### src/rtl/alb_mss_mem_ibp_arb_pkg.sv
// -----------------------------------------------------------------------------
// alb_mss_mem_ibp_arb_pkg
//   Shared types and helpers for the two-master IBP arbiter.
//   - arb_state_e   : command arbiter state (IDLE, HOLD, LOCKED)
//   - cmd_w / wr_w  : packed command / write-data channel widths
//   - *_pos         : bit positions of read, lock and last in the channels
//   Optional feature macro used by the arbiter: ALB_MSS_MEM_IBP_ARB_LOCK_EN
// -----------------------------------------------------------------------------
package alb_mss_mem_ibp_arb_pkg;

    typedef enum logic [1:0] {
        ARB_IDLE   = 2'd0,
        ARB_HOLD   = 2'd1,
        ARB_LOCKED = 2'd2
    } arb_state_e;

    // wrap(1) + data_size(3) + burst_size(4) + prot(2) + cache(4)
    // + lock(1) + excl(1) + read(1)
    localparam int CMD_FIXED_W = 17;

    // last is the LSB of {data, mask, last}
    localparam int WR_LAST_POS = 0;

    function automatic int cmd_w(input int a_w, input int id_w,
                                 input int u_w, input int rg_w);
        return a_w + id_w + u_w + rg_w + CMD_FIXED_W;
    endfunction

    function automatic int wr_w(input int d_w);
        return d_w + d_w / 8 + 1;
    endfunction

    // read is the MSB of the command channel
    function automatic int cmd_read_pos(input int cw);
        return cw - 1;
    endfunction

    // lock sits just above {excl, id, user, region}
    function automatic int cmd_lock_pos(input int id_w, input int u_w,
                                        input int rg_w);
        return rg_w + u_w + id_w + 1;
    endfunction

endpackage

### src/rtl/alb_mss_mem_ibp_arb_wq.sv
// -----------------------------------------------------------------------------
// alb_mss_mem_ibp_arb_wq
//   1-bit wide index FIFO recording which master owns each accepted write
//   command whose data has not yet completed.
//   Ports:
//     clk, rst_a     clock, asynchronous active-high reset
//     push_i         store push_idx_i (ignored when full without a pop)
//     push_idx_i     master index to store
//     pop_i          drop the head entry (ignored when empty)
//     full_o         count == DEPTH
//     empty_o        count == 0
//     head_o         index at the head of the queue
//     count_o        current occupancy
// -----------------------------------------------------------------------------
module alb_mss_mem_ibp_arb_wq #(
    parameter  int DEPTH = 4,
    localparam int AW    = $clog2(DEPTH)
) (
    input  logic          clk,
    input  logic          rst_a,
    input  logic          push_i,
    input  logic          push_idx_i,
    input  logic          pop_i,
    output logic          full_o,
    output logic          empty_o,
    output logic          head_o,
    output logic [AW:0]   count_o
);

    logic [DEPTH-1:0] mem_q;
    logic [AW-1:0]    wr_ptr_q, wr_ptr_d;
    logic [AW-1:0]    rd_ptr_q, rd_ptr_d;
    logic [AW:0]      count_q, count_d;
    logic             do_push, do_pop;

    assign full_o  = (count_q == (AW+1)'(DEPTH));
    assign empty_o = (count_q == '0);
    assign head_o  = mem_q[rd_ptr_q];
    assign count_o = count_q;

    // A push into a full queue is only legal when the head leaves this cycle.
    assign do_pop  = pop_i & ~empty_o;
    assign do_push = push_i & (~full_o | do_pop);

    always_comb begin
        wr_ptr_d = wr_ptr_q;
        rd_ptr_d = rd_ptr_q;
        count_d  = count_q;
        if (do_push) wr_ptr_d = wr_ptr_q + AW'(1);
        if (do_pop)  rd_ptr_d = rd_ptr_q + AW'(1);
        case ({do_push, do_pop})
            2'b10:   count_d = count_q + (AW+1)'(1);
            2'b01:   count_d = count_q - (AW+1)'(1);
            default: count_d = count_q;
        endcase
    end

    always_ff @(posedge clk or posedge rst_a) begin
        if (rst_a) begin
            wr_ptr_q <= '0;
            rd_ptr_q <= '0;
            count_q  <= '0;
        end else begin
            wr_ptr_q <= wr_ptr_d;
            rd_ptr_q <= rd_ptr_d;
            count_q  <= count_d;
        end
    end

    // Storage is qualified by the pointers, so it needs no reset.
    always_ff @(posedge clk) begin
        if (do_push) mem_q[wr_ptr_q] <= push_idx_i;
    end

endmodule

### src/rtl/alb_mss_mem_ibp_arb.sv
// -----------------------------------------------------------------------------
// alb_mss_mem_ibp_arb
//   Two-master IBP arbiter sharing one downstream command + write-data port.
//   Round-robin on the command channel, grant held until accepted; write
//   data steered in accepted-write-command order via a master-index queue.
//   Optional feature macro: ALB_MSS_MEM_IBP_ARB_LOCK_EN
//     defined   : an accepted lock=1 command pins the grant until that
//                 master's next accepted lock=0 command
//     undefined : lock is passed through with no arbitration effect
//   Ports:
//     clk, rst_a                       clock, async active-high reset
//     mN_cmd_valid/accept/chnl         master N command channel (N=0,1)
//     mN_wr_valid/accept/chnl          master N write-data channel
//     o_cmd_valid/accept/chnl          downstream command channel
//     o_cmd_grant                      master currently driving o_cmd_chnl
//     o_wr_valid/accept/chnl           downstream write-data channel
// -----------------------------------------------------------------------------
module alb_mss_mem_ibp_arb
    import alb_mss_mem_ibp_arb_pkg::*;
#(
    parameter  int a_w      = 32,
    parameter  int id_w     = 5,
    parameter  int u_w      = 1,
    parameter  int rg_w     = 1,
    parameter  int d_w      = 32,
    parameter  int WQ_DEPTH = 4,
    localparam int CW       = cmd_w(a_w, id_w, u_w, rg_w),
    localparam int WW       = wr_w(d_w)
) (
    input  logic          clk,
    input  logic          rst_a,

    input  logic          m0_cmd_valid,
    output logic          m0_cmd_accept,
    input  logic [CW-1:0] m0_cmd_chnl,
    input  logic          m0_wr_valid,
    output logic          m0_wr_accept,
    input  logic [WW-1:0] m0_wr_chnl,

    input  logic          m1_cmd_valid,
    output logic          m1_cmd_accept,
    input  logic [CW-1:0] m1_cmd_chnl,
    input  logic          m1_wr_valid,
    output logic          m1_wr_accept,
    input  logic [WW-1:0] m1_wr_chnl,

    output logic          o_cmd_valid,
    input  logic          o_cmd_accept,
    output logic [CW-1:0] o_cmd_chnl,
    output logic          o_cmd_grant,
    output logic          o_wr_valid,
    input  logic          o_wr_accept,
    output logic [WW-1:0] o_wr_chnl
);

    localparam int RD_B  = cmd_read_pos(CW);
    localparam int CNT_W = $clog2(WQ_DEPTH) + 1;
`ifdef ALB_MSS_MEM_IBP_ARB_LOCK_EN
    localparam int LK_B  = cmd_lock_pos(id_w, u_w, rg_w);
`endif

    arb_state_e       state_q, state_d;
    logic             hold_m_q, hold_m_d;
    logic             rr_last_q, rr_last_d;

    logic             elig0, elig1;
    logic             grant, cmd_vld, cmd_fire;
    logic [CW-1:0]    g_chnl;
    logic             g_read;
`ifdef ALB_MSS_MEM_IBP_ARB_LOCK_EN
    logic             g_lock;
`endif

    logic             wq_full, wq_empty, wq_head, wq_occupied;
    logic [CNT_W-1:0] wq_count;
    logic             wq_push, wq_pop;
    logic             head_wv, head_last, head_pop;
    logic             bypass, src, src_vld, src_wv, wr_pop;
    logic [WW-1:0]    src_chnl;

    // A write command is only eligible while the queue can take its index.
    assign elig0 = m0_cmd_valid & (m0_cmd_chnl[RD_B] | ~wq_full);
    assign elig1 = m1_cmd_valid & (m1_cmd_chnl[RD_B] | ~wq_full);

    // State register
    always_ff @(posedge clk or posedge rst_a) begin
        if (rst_a) begin
            state_q   <= ARB_IDLE;
            hold_m_q  <= 1'b0;
            rr_last_q <= 1'b1;
        end else begin
            state_q   <= state_d;
            hold_m_q  <= hold_m_d;
            rr_last_q <= rr_last_d;
        end
    end

    // Next-state logic
    always_comb begin
        state_d   = state_q;
        hold_m_d  = hold_m_q;
        rr_last_d = rr_last_q;
        case (state_q)
            ARB_IDLE: begin
                if (cmd_vld) begin
                    hold_m_d = grant;
                    if (cmd_fire) begin
                        rr_last_d = grant;
`ifdef ALB_MSS_MEM_IBP_ARB_LOCK_EN
                        if (g_lock) state_d = ARB_LOCKED;
`endif
                    end else begin
                        state_d = ARB_HOLD;
                    end
                end
            end
            ARB_HOLD: begin
                if (cmd_fire) begin
                    rr_last_d = hold_m_q;
                    state_d   = ARB_IDLE;
`ifdef ALB_MSS_MEM_IBP_ARB_LOCK_EN
                    if (g_lock) state_d = ARB_LOCKED;
`endif
                end
            end
`ifdef ALB_MSS_MEM_IBP_ARB_LOCK_EN
            ARB_LOCKED: begin
                if (cmd_fire && !g_lock) begin
                    rr_last_d = hold_m_q;
                    state_d   = ARB_IDLE;
                end
            end
`endif
            default: state_d = ARB_IDLE;
        endcase
    end

    // Output logic: grant selection
    always_comb begin
        grant   = 1'b0;
        cmd_vld = 1'b0;
        case (state_q)
            ARB_IDLE: begin
                grant   = (elig0 & elig1) ? ~rr_last_q : (elig1 & ~elig0);
                cmd_vld = elig0 | elig1;
            end
            default: begin
                // HOLD/LOCKED: grant pinned regardless of the other master
                // or of queue occupancy.
                grant   = hold_m_q;
                cmd_vld = hold_m_q ? m1_cmd_valid : m0_cmd_valid;
            end
        endcase
    end

    assign g_chnl = grant ? m1_cmd_chnl : m0_cmd_chnl;
    assign g_read = g_chnl[RD_B];
`ifdef ALB_MSS_MEM_IBP_ARB_LOCK_EN
    assign g_lock = g_chnl[LK_B];
`endif

    // Head-of-queue completion, computed without the bypass path so the
    // full-queue command gating below does not loop back through it.
    assign head_wv   = wq_head ? m1_wr_valid : m0_wr_valid;
    assign head_last = wq_head ? m1_wr_chnl[WR_LAST_POS] : m0_wr_chnl[WR_LAST_POS];
    assign head_pop  = wq_occupied & head_wv & head_last & o_wr_accept;

    // A held write grant into a full queue only completes when a slot frees.
    assign cmd_fire = cmd_vld & o_cmd_accept & (g_read | ~wq_full | head_pop);

    assign o_cmd_valid   = cmd_vld;
    assign o_cmd_grant   = grant;
    assign o_cmd_chnl    = cmd_vld ? g_chnl : '0;
    assign m0_cmd_accept = cmd_fire & ~grant;
    assign m1_cmd_accept = cmd_fire &  grant;

    // Write steering: queue head first, otherwise the write command being
    // accepted right now may carry its data in the same cycle.
    assign wq_occupied = (wq_count != '0);
    assign bypass      = wq_empty & cmd_fire & ~g_read;
    assign src         = wq_occupied ? wq_head : grant;
    assign src_vld     = wq_occupied | bypass;
    assign src_wv      = src ? m1_wr_valid : m0_wr_valid;
    assign src_chnl    = src ? m1_wr_chnl : m0_wr_chnl;

    assign o_wr_valid   = src_vld & src_wv;
    assign o_wr_chnl    = o_wr_valid ? src_chnl : '0;
    assign m0_wr_accept = o_wr_accept & src_vld & ~src;
    assign m1_wr_accept = o_wr_accept & src_vld &  src;

    assign wr_pop  = o_wr_valid & o_wr_accept & src_chnl[WR_LAST_POS];
    // A bypassed single-beat write completes immediately and never queues.
    assign wq_push = cmd_fire & ~g_read & ~(bypass & wr_pop);
    assign wq_pop  = wr_pop & wq_occupied;

    alb_mss_mem_ibp_arb_wq #(
        .DEPTH (WQ_DEPTH)
    ) u_wq (
        .clk        (clk),
        .rst_a      (rst_a),
        .push_i     (wq_push),
        .push_idx_i (grant),
        .pop_i      (wq_pop),
        .full_o     (wq_full),
        .empty_o    (wq_empty),
        .head_o     (wq_head),
        .count_o    (wq_count)
    );

endmodule

### config.mk
export PLATFORM = sky130hd
export DESIGN_NAME = alb_mss_mem_ibp_arb
export DESIGN_NICKNAME = d
export VERILOG_FILES = /design/src/rtl/alb_mss_mem_ibp_arb_pkg.sv /design/src/rtl/alb_mss_mem_ibp_arb_wq.sv /design/src/rtl/alb_mss_mem_ibp_arb.sv
export SDC_FILE = /design/constraint.sdc
export NUM_CORES = 1
export LEC_CHECK = 0
export BUFFER_PORTS_ARGS = -buffer_cell sky130_fd_sc_hd__buf_4
export CAP_MARGIN = 20
export CORE_AREA = 4 4 111 113
export DETAILED_ROUTE_END_ITERATION = 16
export DIE_AREA = 0 0 115 117
export PLACE_DENSITY = 0.57
export SLEW_MARGIN = 15
export SYNTH_ARGS = -nofsm -noshare
export SYNTH_HDL_FRONTEND = slang
export SYNTH_SLANG_ARGS = --single-unit
### constraint.sdc
create_clock -name clk -period 6.55 [get_ports clk]
set_input_delay 0.3275 -clock clk [delete_from_list [all_inputs] [get_ports clk]]
set_output_delay 0.3275 -clock clk [all_outputs]
set_load 0.1 [all_outputs]
==> implementation parameters, run 1 <==
Parameter                              Value

Critical path
  Critical Path End Type ... output pin
  Reg-to-reg critical path startpoint ... u_wq.count_o[0]$_DFFE_PP0P_
  Arrival time of the worst setup path ... 3930 ps
  Maximum fanout count along the critical path ... 39
  Worst setup slack for register-to-register paths ... 3020 ps
  Critical path start-end classification ... reg2out
  Maximum single-stage delay on the critical path ... 810 ps
  Worst r2r dst ... u_wq.count_o[2]$_DFFE_PP0P_
  CP Cell Sequence ... or4b_4, a311o_1, a31oi_4, nand2_1, a22o_2, a21oi_1, buf_4
  Slowest cell on the critical path ... a31oi_4
  Beginning of the critical path ... u_wq.count_o[0]$_DFFE_PP0P_
  Data required time of the worst path ... 6220 ps
  Cell count of the worst reg-to-reg path ... 13
  End point of the critical path ... o_wr_chnl[33]
  Kind of start point of the critical path ... flop

Synthesis
  Post-synthesis adder-cell area fraction ... 4.61%
  XOR/XNOR Fraction of Synth Area ... 2.25%
  Area of the mapped netlist ... 0.00233 sq mm
  Count of flip-flops with a built-in enable after synthesis ... 4
  Synth async-reset ratio ... 71.4%
  Mapped Cells ... 402
  Number of flip-flops and latches in the synthesized netlist ... 14
  Simple-gate share of the synthesized area ... 36.9%
  Combinational family with the most area after synthesis ... simple AND/OR/NAND/NOR gates
  Yosys warning total ... 0
  Mux contribution to synthesized area ... 3.22%
  Area fraction of the dominant cell type after synthesis ... 30.7%
  Most instantiated library cell after synthesis ... nand2_1
  Synthesized area per cell ... 5.80 sq um
  Leading cell types by count after synthesis ... nand2_1, a21oi_1, clkbuf_1
  Net count of the mapped netlist ... 604
  Distinct cell type count of the synthesized netlist ... 39
  Leading area contributor after synthesis ... nand2_1
  Largest cells by area after synthesis ... nand2_1, a21oi_1, dfrtp_1
  Most frequently used flop master after synthesis ... dfrtp_1
  Seq/Total Area, Yosys ... 15.9%
  Compound-gate portion of the synthesized area ... 28.8%

Clock tree
  Post-cts repair resize count ... 0
  Clock edge transition at the registers on the reported setup and hold paths ... 50 ps
  Cts-stage hold buffer count ... 0
  Buffers inserted by post-CTS timing repair ... 0
  CTS buffer count ... 3
  TritonCTS sink count ... 14
  Buffer cell driving the clock tree root ... clkbuf_16
  H-tree depth ... 1
  Clock insertion delay at the later pin of the skew report ... 250 ps
  TritonCTS clock tree ... done
  Clock tree buffer depth ... 2

Drt
  Total routed wirelength ... 12.5 mm
  Number of nets with antenna violations after detailed routing ... 0
  TritonRoute pass-1 iters ... 4
  DRC violations left ... 0
  Number of vias in the routed layout ... 3630
  DR iter-0 viols ... 219
  Via density ... 4.45
  Wire per inst ... 15.4 um

Global routing
  Pin count of the biggest net entering global routing ... 59
  Global-route wire length before repair ... 17.5 mm
  Global route total overflow ... 0
  Antenna violations before repair ... 0
  GRT Util Overall ... 16.0%
  Vias in the first global route ... 3359

STA
  Worst-case setup margin in the final layout ... 2290 ps
  Maximum clock frequency ... 235 MHz
  Final Skew ... 7.11 ps
  Setup violators final ... 0
  Slew of the pin with the lowest slew margin ... 1010 ps
  Number of slew-limit violations in the final report ... 0
  Worst rel slew slack ... 32.9%
  Summed negative setup slack over all endpoints ... 0 ps
  Number of endpoints with negative hold slack in the final report ... 0
  Minimum clock period ... 4260 ps
  Setup repair after global routing missed its margin ... no
  Final period utilization ... 65.0%

Place
  Final Wtd Congestion ... 0.776
  Final HPWL DP ... 10.1 mm
  Input/output buffers ... 293
  Worst setup timing slack at the placement stage ... 2500 ps

Run
  Max Cap Violations ... 0

Status
  Status ... finished, final reports clean

Cells and area
  Filler Cells Inserted ... 1232
  Area added between synthesis and finish ... 103%
  Diodes inserted ... 0
  Fraction of final layout cells sized beyond drive strength 1 ... 49.5%
  Final #Nets ... 876

Floorplan
  Top Ports ... 294
  Core Footprint ... 0.0113 sq mm
  Cell row count ... 39
  Initial core utilization ... 20.6%
  Die height ... 117 um
  DIE WIDTH ... 115 um
  Area enclosed by the die boundary ... 0.0135 sq mm

Worst hold path
  Worst hold path class ... in2async
-- worst min path at each step --
stage                                    to  slack [ps]
6_report       u_wq.rd_ptr_q[0]$_DFFE_PP0P_          80
5_1_grt         u_wq.count_o[2]$_DFFE_PP0P_         120
4_1_cts        u_wq.rd_ptr_q[0]$_DFFE_PP0P_          90
3_5_place_dp   u_wq.wr_ptr_q[1]$_DFFE_PP0P_         360
3_3_place_gp   u_wq.wr_ptr_q[1]$_DFFE_PP0P_         350
2_1_floorplan          hold_m_q$_DFFE_PP0P_         170
-- flip-flops by register name, summed over array words and instances (netlist names) --
| register | count |
|---|---|
| u_wq.rd_ptr_q | 2 |
| u_wq.wr_ptr_q | 2 |
| u_wq.count_o | 3 |
| hold_m_q | 1 |
| u_wq.mem_q | 4 |
| rr_last_q | 1 |
| state_q | 1 |
-- kinds of logic (layout without fill, tap and decap cells) --
logic type	after synthesis	count (layout)
and+or+nand+nor	216	216
AOI/OAI and AO/OA	108	108
buffers and inverters	44	315
DFF	14	14
adders and majority gates	8	8
xor gates and xnor gates	6	6
muxes	6	6
-- stage by stage --
| stage | area [sq um] | std cells | utilization (%) | hold slack [ps] |
|---|---|---|---|---|
| after floorplan | 2330 | 402 | - | 167 |
| after global placement | 4620 | 810 | 40.8 | 346 |
| after detailed placement | 4630 | 811 | 40.9 | 357 |
| after CTS | 4710 | 815 | 41.6 | 90.3 |
| after global routing | 4730 | 816 | 41.8 | 122 |
| final | 4730 | 816 | 41.8 | 76.2 |
-- metal layers --
metal / global-route usage [%] / vias up / share of wire (%)
met3: 2.72 / 9 / 7.8
li1: - / 1855 / -
met4: 2.74 / 0 / 0.93
met5: 0 / - / 0
met1: 20.4 / 1608 / 39
met2: 28.7 / 158 / 52
-- layout make-up --
class | count | area, sq um | area share [%]
Clock buffer | 3 | 75.1 | 1.59
Multi-Input combinational cell | 344 | 1800 | 38.1
Inverter | 13 | 48.8 | 1.03
Sequential cell | 14 | 372 | 7.86
Clock inverter | 1 | 3.75 | 0.0794
Timing Repair Buffer | 298 | 2250 | 47.6
Tap cell | 143 | 179 | 3.78
-- worst max-delay path: cells and delay by family (launching register included) --
kind	cells	cell delay, ps
and+or+nand+nor	2	720
DFF	1	430
buffers and inverters	1	340
AOI/OAI and AO/OA	4	2170
-- placed cells by master, fill, tap and decap left out, drive strengths merged, types with 2 or more instances in the layout --
master  count
inv        12
edfxtp      4
a21oi      93
nand3       3
clkinv      2
clkbuf      3
nand2b      2
nor2       10
xnor2       3
o21ai       2
buf       298
nand2     191
mux2        2
dfrtp       9
a31oi       2
a41oi       2
a211oi      2
ha          7
and2        5
mux2i       3
xor2        3
Power of run 1 is left out: the tool's default activity adds up to more than one toggle a clock period on the data nets, which glitch-free logic cannot reach.
==> run 2, diff against run 1 <==
==> constraint.sdc (replaced) <==
create_clock -name clk -period 4.4 [get_ports clk]
set_input_delay 0.22 -clock clk [delete_from_list [all_inputs] [get_ports clk]]
set_output_delay 0.22 -clock clk [all_outputs]
set_load 0.1 [all_outputs]
==> implementation parameters, run 2 (synthesis results as in run 1) <==
Parameter                              Value

Clock tree
  Clock tree buffer depth ... 2
  CTS buffer count ... 3
  TritonCTS clock tree ... done
  TritonCTS sink count ... 14
  Buffers inserted by post-CTS timing repair ... 0
  Clock edge transition at the registers on the reported setup and hold paths ... 50 ps
  H-tree depth ... 1
  Clock insertion delay at the later pin of the skew report ... 250 ps
  Buffer cell driving the clock tree root ... clkbuf_16

Cells and area
  Commonest non-fill, non-tap cell in the layout ... buf_4
  Largest register FFs ... 4
  Fraction of final layout cells sized beyond drive strength 1 ... 50.7%
  Area added between synthesis and finish ... 105%
  Filler Cells Inserted ... 1205
  Most used cells in the layout excluding fill and tap cells ... buf_4, nand2_1, a21oi_1, a21oi_2, inv_1
  Final #Nets ... 879
  Non-filler instance count after layout ... 820
  Largest register by flop count ... u_wq.mem_q

STA
  Setup violators final ... 0
  Maximum clock frequency ... 258 MHz
  Summed negative setup slack over all endpoints ... 0 ps
  Setup repair after global routing missed its margin ... no
  Final period utilization ... 88.0%
  Worst rel slew slack ... 39.7%
  Number of endpoints with negative hold slack in the final report ... 0
  Number of slew-limit violations in the final report ... 0
  Final Skew ... 3.39 ps
  Slew of the pin with the lowest slew margin ... 904 ps
  Minimum clock period ... 3870 ps

Critical path
  Beginning of the critical path ... u_wq.count_o[0]$_DFFE_PP0P_
  Data required time of the worst path ... 4180 ps
  Critical Path End Type ... output pin
  Arrival time of the worst setup path ... 3650 ps
  Reg-to-reg critical path startpoint ... u_wq.count_o[0]$_DFFE_PP0P_
  Worst setup slack for register-to-register paths ... 1020 ps
  Critical path start-end classification ... reg2out
  Maximum fanout count along the critical path ... 39
  Kind of start point of the critical path ... flop
  Cell count of the worst reg-to-reg path ... 10

Worst hold path
  Hold Path Origin ... m0_cmd_valid
  Number of cells traversed by the worst hold path ... 4
  Worst hold path class ... in2reg

Run
  Max Cap Violations ... 0

Global routing
  GRT Util Overall ... 16.3%
  Vias in the first global route ... 3445
  Pin count of the biggest net entering global routing ... 58
  Antenna violations before repair ... 0
  Global-route wire length before repair ... 18.0 mm
  Global route total overflow ... 0

Drt
  DRC violations left ... 0
  Number of vias in the routed layout ... 3668
  Number of nets with antenna violations after detailed routing ... 0
  DR iter-0 viols ... 227
  TritonRoute pass-1 iters ... 4
  Wire per inst ... 15.5 um
  Total routed wirelength ... 12.7 mm
  Via density ... 4.47

Place
  Final Wtd Congestion ... 0.813
  Cell Count Post-Placement ... 813
  Input/output buffers ... 293
  Final HPWL DP ... 10.5 mm

Floorplan
  Initial core utilization ... 20.6%
  Cell row count ... 39
  Die height ... 117 um
  Core Footprint ... 0.0113 sq mm
  DIE WIDTH ... 115 um
  Top Ports ... 294
  Area enclosed by the die boundary ... 0.0135 sq mm

Status
  Status ... finished, final reports clean
-- run 2: final timing paths --
check | to
min in group asynchronous | state_q[0]$_DFFE_PP0P_
max | o_wr_chnl[25]
max in group asynchronous | rr_last_q$_DFFE_PP1P_
min | rr_last_q$_DFFE_PP1P_
min reg2reg | u_wq.rd_ptr_q[1]$_DFFE_PP0P_
max reg2reg | u_wq.count_o[1]$_DFFE_PP0P_
-- run 2: critical path, stage by stage (launching register included) --
cell and delay, ps:
dfrtp_1 430, nor4b_1 630, a311o_1 350, a31o_2 720, nand2_1 110, a22o_2 530
a21oi_1 290, buf_4 330
-- run 2: repair_timing --
item | CTS | global route
resized for setup | 0 | 0
hold buffers | 1 | 0
hold endpoints to repair | 9 | 0
-- run 2: layout make-up --
type	count	area [sq um]	share of cell area (%)
sequential	14	372	7.75
multi-input combinational	344	1830	38.2
inverter	13	48.8	1.02
clock inverter	1	3.75	0.0783
clock buffer	3	75.1	1.57
tap	143	179	3.73
timing repair buffer	301	2280	47.6
antenna	1	2.50	0.0522
-- run 2: per-layer routing --
layer | global-route usage, % | vias to the layer above | share of wire (%)
met3 | 3.24 | 20 | 7.7
met5 | 0 | - | 0
met2 | 29.4 | 161 | 52
li1 | - | 1863 | -
met4 | 2.97 | 0 | 1.9
met1 | 20.4 | 1624 | 39
-- run 2: metrics by stage --
stage	hold WS (ps)	setup slack [ps]	cell area, sq um	util, %
after floorplan	59.5	291	2360	-
after global placement	242	902	4670	41.3
after detailed placement	252	785	4670	41.3
after CTS	364	500	4760	42.1
after global routing	395	270	4790	42.3
final	371	526	4790	42.3
Power of run 2 is left out for the same reason.
==> run 3, diff against run 2 <==
--- a/config.mk
+++ b/config.mk
@@ -7,11 +7,12 @@
 export LEC_CHECK = 0
 export BUFFER_PORTS_ARGS = -buffer_cell sky130_fd_sc_hd__buf_4
 export CAP_MARGIN = 20
-export CORE_AREA = 4 4 111 113
+export CORE_MARGIN = 4
+export CORE_UTILIZATION = 25
 export DETAILED_ROUTE_END_ITERATION = 16
-export DIE_AREA = 0 0 115 117
-export PLACE_DENSITY = 0.57
+export PLACE_DENSITY = 0.62
 export SLEW_MARGIN = 15
 export SYNTH_ARGS = -nofsm -noshare
 export SYNTH_HDL_FRONTEND = slang
+export SYNTH_HIERARCHICAL = 1
 export SYNTH_SLANG_ARGS = --single-unit
==> implementation parameters, run 3 <==
Parameter                              Value

Clock tree
  Post-cts repair resize count ... 0
  Cts-stage hold buffer count ... 1
  Clock edge transition at the registers on the reported setup and hold paths ... 50 ps
  Buffer cell driving the clock tree root ... clkbuf_16
  CTS buffer count ... 3
  Clock tree buffer depth ... 2
  H-tree depth ... 1
  TritonCTS clock tree ... done
  Buffers inserted by post-CTS timing repair ... 0
  Clock insertion delay at the later pin of the skew report ... 240 ps
  TritonCTS sink count ... 14

Floorplan
  Die height ... 114 um
  Cell row count ... 38
  Area enclosed by the die boundary ... 0.0131 sq mm
  Core Footprint ... 0.0109 sq mm
  Top Ports ... 294
  DIE WIDTH ... 114 um
  Initial core utilization ... 25.8%

Drt
  Total routed wirelength ... 12.4 mm
  Number of vias in the routed layout ... 3764
  Wire per inst ... 15.8 um
  Number of nets with antenna violations after detailed routing ... 0
  TritonRoute pass-1 iters ... 5
  Via density ... 4.78
  DR iter-0 viols ... 316
  DRC violations left ... 0

STA
  Number of slew-limit violations in the final report ... 0
  Summed negative setup slack over all endpoints ... 0 ps
  Minimum clock period ... 3590 ps
  Worst rel slew slack ... 57.4%
  Fin Hold WS ... 375 ps
  Maximum clock frequency ... 278 MHz
  Number of endpoints with negative hold slack in the final report ... 0
  Setup violators final ... 0
  Final Skew ... 4.48 ps
  Worst-case setup margin in the final layout ... 807 ps
  Slew of the pin with the lowest slew margin ... 639 ps
  Setup repair after global routing missed its margin ... no
  Final period utilization ... 81.7%

Synthesis
  Distinct cell type count of the synthesized netlist ... 51
  Mapped Cells ... 378
  Most instantiated library cell after synthesis ... nand2_1
  Largest cells by area after synthesis ... a211oi_2, nand2_1, mux2i_1
  Most frequently used flop master after synthesis ... dfrtp_1
  Leading area contributor after synthesis ... a211oi_2
  Yosys warning total ... 6
  Count of flip-flops with a built-in enable after synthesis ... 4
  Area fraction of the dominant cell type after synthesis ... 16.8%
  Number of flip-flops and latches in the synthesized netlist ... 14
  Leading cell types by count after synthesis ... nand2_1, a21oi_1, mux2i_1
  Seq/Total Area, Yosys ... 13.1%
  Synthesized area per cell ... 7.48 sq um
  Synth async-reset ratio ... 71.4%
  Area of the mapped netlist ... 0.00283 sq mm
  Net count of the mapped netlist ... 580

Place
  Instance area after placement ... 0.00507 sq mm
  Input/output buffers ... 293
  Final HPWL DP ... 9.95 mm
  Worst setup timing slack at the placement stage ... 929 ps
  Final Wtd Congestion ... 0.880

Status
  Status ... finished, final reports clean

Critical path
  Kind of start point of the critical path ... flop
  Critical Path End Type ... output pin
  Critical path start-end classification ... reg2out
  Data required time of the worst path ... 4180 ps
  Arrival time of the worst setup path ... 3370 ps
  Maximum fanout count along the critical path ... 40

Global routing
  Vias in the first global route ... 3656
  GRT Util Overall ... 16.8%
  Global-route wire length before repair ... 18.4 mm
  Pin count of the biggest net entering global routing ... 62
  Global route total overflow ... 0
  Antenna violations before repair ... 0

Cells and area
  Most used cells in the layout excluding fill and tap cells ... buf_4, nand2_1, a21oi_1, mux2i_1, a211oi_2
  Largest register FFs ... 4
  Largest register by flop count ... u_wq/mem_q
  Final #Nets ... 850
  Commonest non-fill, non-tap cell in the layout ... buf_4
  Final instance area ... 0.00517 sq mm
  Diodes inserted ... 0
  Fraction of final layout cells sized beyond drive strength 1 ... 56.9%
  Area added between synthesis and finish ... 83.0%

Worst hold path
  Worst hold path class ... in2reg

Run
  Max Cap Violations ... 0
==> run 3: metrics by stage <==
step           instances  util (%)
5_1_grt              787      47.3
6_report             787      47.3
4_1_cts              787      47.3
2_1_floorplan        378         -
3_5_place_dp         782      46.4
3_3_place_gp         782      46.4
==> run 3: path summary, 6_finish.rpt <==
check,start,endpoint,slack (ps),depth (start not counted)
hold / removal,m1_cmd_valid,hold_m_q$_DFFE_PP0P_,380,3
setup / recovery,u_wq/count_o[0]$_DFFE_PP0P_,o_wr_chnl[5],810,9
setup reg to reg,u_wq/count_o[0]$_DFFE_PP0P_,u_wq/count_o[2]$_DFFE_PP0P_,960,15
min in group asynchronous,rst_a,hold_m_q$_DFFE_PP0P_,430,3
max in group asynchronous,rst_a,u_wq/count_o[0]$_DFFE_PP0P_,3690,3
hold reg to reg,u_wq/rd_ptr_q[1]$_DFFE_PP0P_,u_wq/rd_ptr_q[1]$_DFFE_PP0P_,490,1
==> run 3: cells by family (layout without fill, tap and decap cells) <==
logic type      after synthesis  after routing  share of synthesized area [%]
compound gates              117            117                           33.9
flops                        14             14                           13.1
mux                          41             41                           15.1
fa+ha+maj                     8              8                           3.81
buf+inv                      50            319                           10.4
xor+xnor                      6              6                           1.86
simple gates                142            142                           21.7
==> run 3: final cells by class <==
type / count / area (sq um)
fill: 1098 / 5760
timing repair buffer: 301 / 2260
multi-input combinational: 314 / 2220
sequential: 14 / 372
tap: 140 / 175
clock buffer: 4 / 88.8
inverter: 14 / 52.6
==> run 3: critical path, stage by stage (launching register included) <==
cell and delay (ps):
dfrtp_1 460, or3b_1 430, inv_1 150, nor2b_4 180
o2111ai_4 170, nand3_1 160, or4b_2 590, buf_4 330
a211oi_2 300, buf_4 330
==> run 3: routing by layer <==
metal / vias to the layer above / track usage (%) / share of wire [%]
li1: 1863 / - / -
met1: 1719 / 20.8 / 39
met2: 166 / 30.9 / 53
met3: 16 / 2.54 / 7.1
met4: 0 / 3.40 / 1.5
met5: - / 0 / 0
Power of run 3 is left out for the same reason.
